==> src/rtl/shiftreg_pkg.sv <==
// ---------------------------------------------------------------------------
// shiftreg_pkg: shared FSM encodings and default sizing for the SIPO receiver.
// Revision: 1.0
// ---------------------------------------------------------------------------
`default_nettype none

package shiftreg_pkg;

    localparam int DEFAULT_WIDTH = 8;

    typedef enum logic [1:0] {
        ST_IDLE   = 2'd0,
        ST_SHIFT  = 2'd1,
        ST_PARITY = 2'd2
    } state_t;

endpackage

`default_nettype wire

==> src/rtl/sipo_out_buf.sv <==
// ---------------------------------------------------------------------------
// sipo_out_buf: one-deep ready/valid holding register; pulses drop when full.
// Revision: 1.0
// ---------------------------------------------------------------------------
`default_nettype none

module sipo_out_buf
    import shiftreg_pkg::*;
#(
    parameter int WIDTH = DEFAULT_WIDTH
) (
    input  logic             clk,
    input  logic             rst,
    input  logic             load,
    input  logic [WIDTH-1:0] data,
    input  logic             out_ready,
    output logic [WIDTH-1:0] out,
    output logic             out_valid,
    output logic             drop
);

    // A word consumed in the same cycle frees the slot for the incoming one.
    logic slot_free;
    assign slot_free = !out_valid || out_ready;

    always_ff @(posedge clk or negedge rst) begin
        if (!rst) begin
            out       <= '0;
            out_valid <= 1'b0;
            drop      <= 1'b0;
        end else begin
            drop <= 1'b0;
            if (load) begin
                if (slot_free) begin
                    out       <= data;
                    out_valid <= 1'b1;
                end else begin
                    drop <= 1'b1;
                end
            end else if (out_valid && out_ready) begin
                out_valid <= 1'b0;
            end
        end
    end

endmodule

`default_nettype wire

==> src/rtl/shiftreg_sipo_rx.sv <==
// ---------------------------------------------------------------------------
// shiftreg_sipo_rx: serial-in/parallel-out receiver feeding a 1-deep buffer.
// Optional even-parity bit per frame: define SHIFTREG_SIPO_PARITY_EN. Rev 1.0
// ---------------------------------------------------------------------------
`default_nettype none

module shiftreg_sipo_rx
    import shiftreg_pkg::*;
#(
    parameter int WIDTH     = DEFAULT_WIDTH,
    parameter bit MSB_FIRST = 1'b1
) (
    input  logic             clk,
    input  logic             rst,
    input  logic             sin,
    input  logic             sin_valid,
    input  logic             start,
    output logic [WIDTH-1:0] out,
    output logic             out_valid,
    input  logic             out_ready,
    output logic             overrun,
    output logic             parity_err
);

    localparam int            CW   = $clog2(WIDTH + 1);
    localparam logic [CW-1:0] LAST = CW'(WIDTH - 1);

    state_t           state, state_nxt;
    logic [CW-1:0]    cnt, cnt_nxt;
    logic [WIDTH-1:0] shreg, shreg_nxt, shifted, word;
    logic             commit;

    assign shifted = MSB_FIRST ? {shreg[WIDTH-2:0], sin} : {sin, shreg[WIDTH-1:1]};

`ifdef SHIFTREG_SIPO_PARITY_EN
    logic perr_nxt;
    // The data is already fully shifted in while the parity bit is examined.
    assign word = shreg;
`else
    assign word = shifted;
`endif

    always_ff @(posedge clk or negedge rst) begin
        if (!rst) begin
            state <= ST_IDLE;
            cnt   <= '0;
            shreg <= '0;
        end else begin
            state <= state_nxt;
            cnt   <= cnt_nxt;
            shreg <= shreg_nxt;
        end
    end

    always_comb begin
        state_nxt = state;
        cnt_nxt   = cnt;
        shreg_nxt = shreg;
        commit    = 1'b0;
`ifdef SHIFTREG_SIPO_PARITY_EN
        perr_nxt  = 1'b0;
`endif
        case (state)
            ST_IDLE: begin
                if (start && sin_valid) begin
                    state_nxt = ST_SHIFT;
                    cnt_nxt   = CW'(1);
                    shreg_nxt = shifted;
                end
            end
            ST_SHIFT: begin
                if (sin_valid) begin
                    shreg_nxt = shifted;
                    if (cnt == LAST) begin
                        cnt_nxt = '0;
`ifdef SHIFTREG_SIPO_PARITY_EN
                        state_nxt = ST_PARITY;
`else
                        state_nxt = ST_IDLE;
                        commit    = 1'b1;
`endif
                    end else begin
                        cnt_nxt = cnt + CW'(1);
                    end
                end
            end
`ifdef SHIFTREG_SIPO_PARITY_EN
            ST_PARITY: begin
                if (sin_valid) begin
                    state_nxt = ST_IDLE;
                    if (^{shreg, sin}) begin
                        perr_nxt = 1'b1;
                    end else begin
                        commit = 1'b1;
                    end
                end
            end
`endif
            default: begin
                state_nxt = ST_IDLE;
                cnt_nxt   = '0;
            end
        endcase
    end

`ifdef SHIFTREG_SIPO_PARITY_EN
    always_ff @(posedge clk or negedge rst) begin
        if (!rst) begin
            parity_err <= 1'b0;
        end else begin
            parity_err <= perr_nxt;
        end
    end
`else
    assign parity_err = 1'b0;
`endif

    sipo_out_buf #(
        .WIDTH (WIDTH)
    ) u_out_buf (
        .clk       (clk),
        .rst       (rst),
        .load      (commit),
        .data      (word),
        .out_ready (out_ready),
        .out       (out),
        .out_valid (out_valid),
        .drop      (overrun)
    );

endmodule

`default_nettype wire

==> config.mk <==
export PLATFORM = sky130hd
export DESIGN_NAME = shiftreg_sipo_rx
export DESIGN_NICKNAME = d
export VERILOG_FILES = /design/src/rtl/shiftreg_pkg.sv /design/src/rtl/sipo_out_buf.sv /design/src/rtl/shiftreg_sipo_rx.sv
export SDC_FILE = /design/constraint.sdc
export NUM_CORES = 1
export LEC_CHECK = 0
export CAP_MARGIN = 30
export CORE_MARGIN = 2
export CORE_UTILIZATION = 49
export DETAILED_ROUTE_END_ITERATION = 16
export PLACE_DENSITY_LB_ADDON = 0.08
export SKIP_CTS_REPAIR_TIMING = 1
export SYNTH_ARGS = -nofsm -noshare
export SYNTH_HDL_FRONTEND = slang
export SYNTH_SLANG_ARGS = --single-unit
export TNS_END_PERCENT = 100
==> constraint.sdc <==
create_clock -name clk -period 2 [get_ports clk]
set_input_delay 0.4 -clock clk [delete_from_list [all_inputs] [get_ports clk]]
set_output_delay 0.4 -clock clk [all_outputs]
set_load 0.1 [all_outputs]
==> impl_results.rst <==
.. list-table::
   :header-rows: 1

   * - Metric
     - Value
   * - Area of combinational cells with multiple inputs
     - 333 um^2
   * - PortBufs
     - 15
   * - Final Core Density
     - 0.647
   * - Setup TNS Final
     - 0 ps
   * - Endpoint kind of the worst setup timing path
     - flop
   * - GR Util All Layers
     - 0.153
   * - Core footprint
     - 1730 um^2
   * - Synthesized netlist cell count
     - 64
   * - Final Max Slew Viols
     - 0
   * - Layout area overhead
     - 24.2%
   * - Final Non-Filler Cells
     - between 100 and 150
   * - First-pass iteration count of the detailed router
     - 4
   * - Total die area
     - 2190 um^2
   * - First-pass GRT wire length
     - 2280 um
   * - Synthesized netlist net count
     - 71
   * - X dimension of the die
     - approximately 47 um
   * - Count of max-cap constraint violations
     - 0
   * - Max Clock Freq
     - about 610 MHz
   * - Antenna violation net count after detailed routing
     - 0
   * - Count of filler cells inserted in the layout
     - 136
   * - Clock transition time at the flip-flop clock pins of the worst setup and hold paths
     - between 100 and 150 ps
   * - Count of nets after finishing
     - 94
   * - Placed Instances
     - 107
   * - Count of synthesis-stage warnings from yosys
     - 0
   * - Share of post-route cells with drive strength above 1
     - 0.442
   * - Sequential Area
     - roughly 550 um^2
   * - Startpoint type of the worst setup path
     - flop
   * - Final HPWL from detailed placement
     - 1050 um
   * - Number of antenna violations at the first check in global routing
     - 0
   * - Initial Util
     - 0.521
   * - Routed Wire Length
     - between 1000 and 1500 um
   * - Total global routing overflow
     - 0
   * - Post-Route Skew
     - between 4 and 5 ps
   * - Required time of the critical path
     - roughly 2200 ps
   * - CP Class
     - flop to flop
   * - Netlist Area Pre-Place
     - between 800 and 900 um^2
   * - Post-layout minimum cycle time
     - 1650 ps
   * - First-iteration detailed-routing DRC count
     - 11
   * - Number of top-level pins
     - 17
   * - Std cell rows
     - 15
   * - Min-delay worst type
     - primary input to async pin
   * - Number of vias after detailed routing
     - 555
   * - Routed length per instance
     - 12.9 um
   * - Number of buffers between clock root and the deepest sink
     - 2
   * - Number of synthesized register bits
     - 22
   * - Data arrival time at the worst-slack endpoint
     - 1850 ps
   * - H-tree levels
     - 1
   * - Sequential cell area fraction in the yosys report
     - 0.612
   * - Count of endpoints failing setup in the final report
     - 0
   * - Clock insertion delay at the later pin of the skew report
     - 300 ps
   * - Outcome
     - complete, no violations
   * - Largest net degree at the start of global routing
     - 23
   * - Max Fanout on Critical Path
     - 8
   * - Tightest hold margin
     - 437 ps
   * - Count of unique library cells instantiated by Yosys
     - 23
   * - RSZ-0062 raised after global routing
     - no
   * - DRC Markers
     - 0
   * - Number of antenna repair diodes
     - 0
   * - Height of the die
     - 46.8 um
   * - Via count of the first global-routing pass
     - 497
   * - Portion of the clock cycle consumed by the worst path in the final layout
     - 0.825
   * - Final count of hold timing violations
     - 0
   * - CTS tree
     - done
   * - Clock tree root driver cell
     - clkbuf_4
   * - Mean instance size in the synthesized netlist
     - 14.1 um^2
   * - Number of cells on the worst reg-to-reg path
     - 5
   * - Number of vias per cell after detailed routing
     - 5.00
   * - Number of buffers created by CTS
     - 3
   * - CTS sink count
     - 22
   * - Final weighted congestion of routability-driven global placement
     - 0.807
## flip-flops by register name (all words and copies together) (netlist names)
| register | count |
|---|---|
| state | 1 |
| u_out_buf.out_valid | 1 |
| cnt | 4 |
| u_out_buf.drop | 1 |
| u_out_buf.out | 8 |
| shreg | 7 |
## worst max-delay path: stages, from the launching register on
cell and delay [ps]:
dfrtp_1 400, ha_1 190, nand2_1 130, nor4b_4 270
buf_4 210, mux2_2 350
## placed cells by master (no fill, tap or decap), types with 2 or more instances in the layout
cell type,netlist,final
a21oi_1,2,2
dfrtp_1,22,22
clkbuf_4,0,3
mux2_2,15,15
clkdlybuf4s50_1,0,5
buf_4,1,15
nor2_1,2,2
o21ai_0,2,2
nand2_1,4,4
## synthesized netlist by cell type (all sizes together)
cell	count	share of area
dfrtp	22	0.61
mux2	15	0.19
nand2	4	0.017
a21oi	2	0.011
buf	2	0.014
nor2	2	0.0083
nor4b	2	0.036
o21ai	2	0.011
a211o	1	0.0097
a22o	1	0.0097
a32o	1	0.011
and3	1	0.0083
conb	1	0.0042
ha	1	0.014
inv	1	0.0042
nand2b	1	0.0070
nand3	1	0.0056
nand3b	1	0.0083
nor3	1	0.0056
or2	1	0.0070
or3	1	0.0083
## stage by stage
| step | setup slack (ps) | area, um^2 |
|---|---|---|
| after global placement | 75.5 | 1080 |
| final | 351 | 1120 |
| after global routing | 269 | 1120 |
| after detailed placement | 18.4 | 1080 |
| after floorplan | 105 | 900 |
| after CTS | 331 | 1120 |
## routing by layer
| layer | part of all wire | global-route usage | vias to the layer above |
|---|---|---|---|
| li1 | - | - | 270 |
| met2 | 0.46 | 0.238 | 15 |
| met4 | 0.0098 | 0.0500 | 0 |
| met5 | 0 | 0 | - |
| met3 | 0.050 | 0.0577 | 2 |
| met1 | 0.48 | 0.198 | 268 |
## path summary, 6_finish.rpt
| path | from | endpoint | slack (ps) |
|---|---|---|---|
| worst max-delay path | cnt[0]$_DFFE_PN0P_ | u_out_buf.out[4]$_DFFE_PN0P_ | 350 |
| worst min-delay path | rst | u_out_buf.drop$_DFF_PN0_ | 440 |
| worst max register to register | cnt[0]$_DFFE_PN0P_ | u_out_buf.out[4]$_DFFE_PN0P_ | 350 |
| worst min register to register | shreg[6]$_DFFE_PN0P_ | u_out_buf.out[7]$_DFFE_PN0P_ | 510 |
| max in group asynchronous | rst | shreg[0]$_DFFE_PN0P_ | 1340 |
| min in group clk | shreg[6]$_DFFE_PN0P_ | u_out_buf.out[7]$_DFFE_PN0P_ | 510 |
## kinds of logic (layout without fill, tap and decap cells)
logic type,Yosys count,count (layout),synth area share
flops,22,22,0.612
mux,15,15,0.188
simple gates,15,15,0.111
compound gates,7,7,0.0529
buf+inv,3,25,0.0181
fa+ha+maj,1,1,0.0139
other cells,1,1,0.00417
## final cells by class
cell class                      instances  share of cell area
Multi-Input combinational cell         39               0.298
Timing Repair Buffer                   20               0.146
Sequential cell                        22               0.493
Clock buffer                            4              0.0325
Inverter                                1             0.00336
Tap cell                               25              0.0280
Power is left out: the tool's default activity adds up to more than one toggle a clock period on the data nets, which glitch-free logic cannot reach.
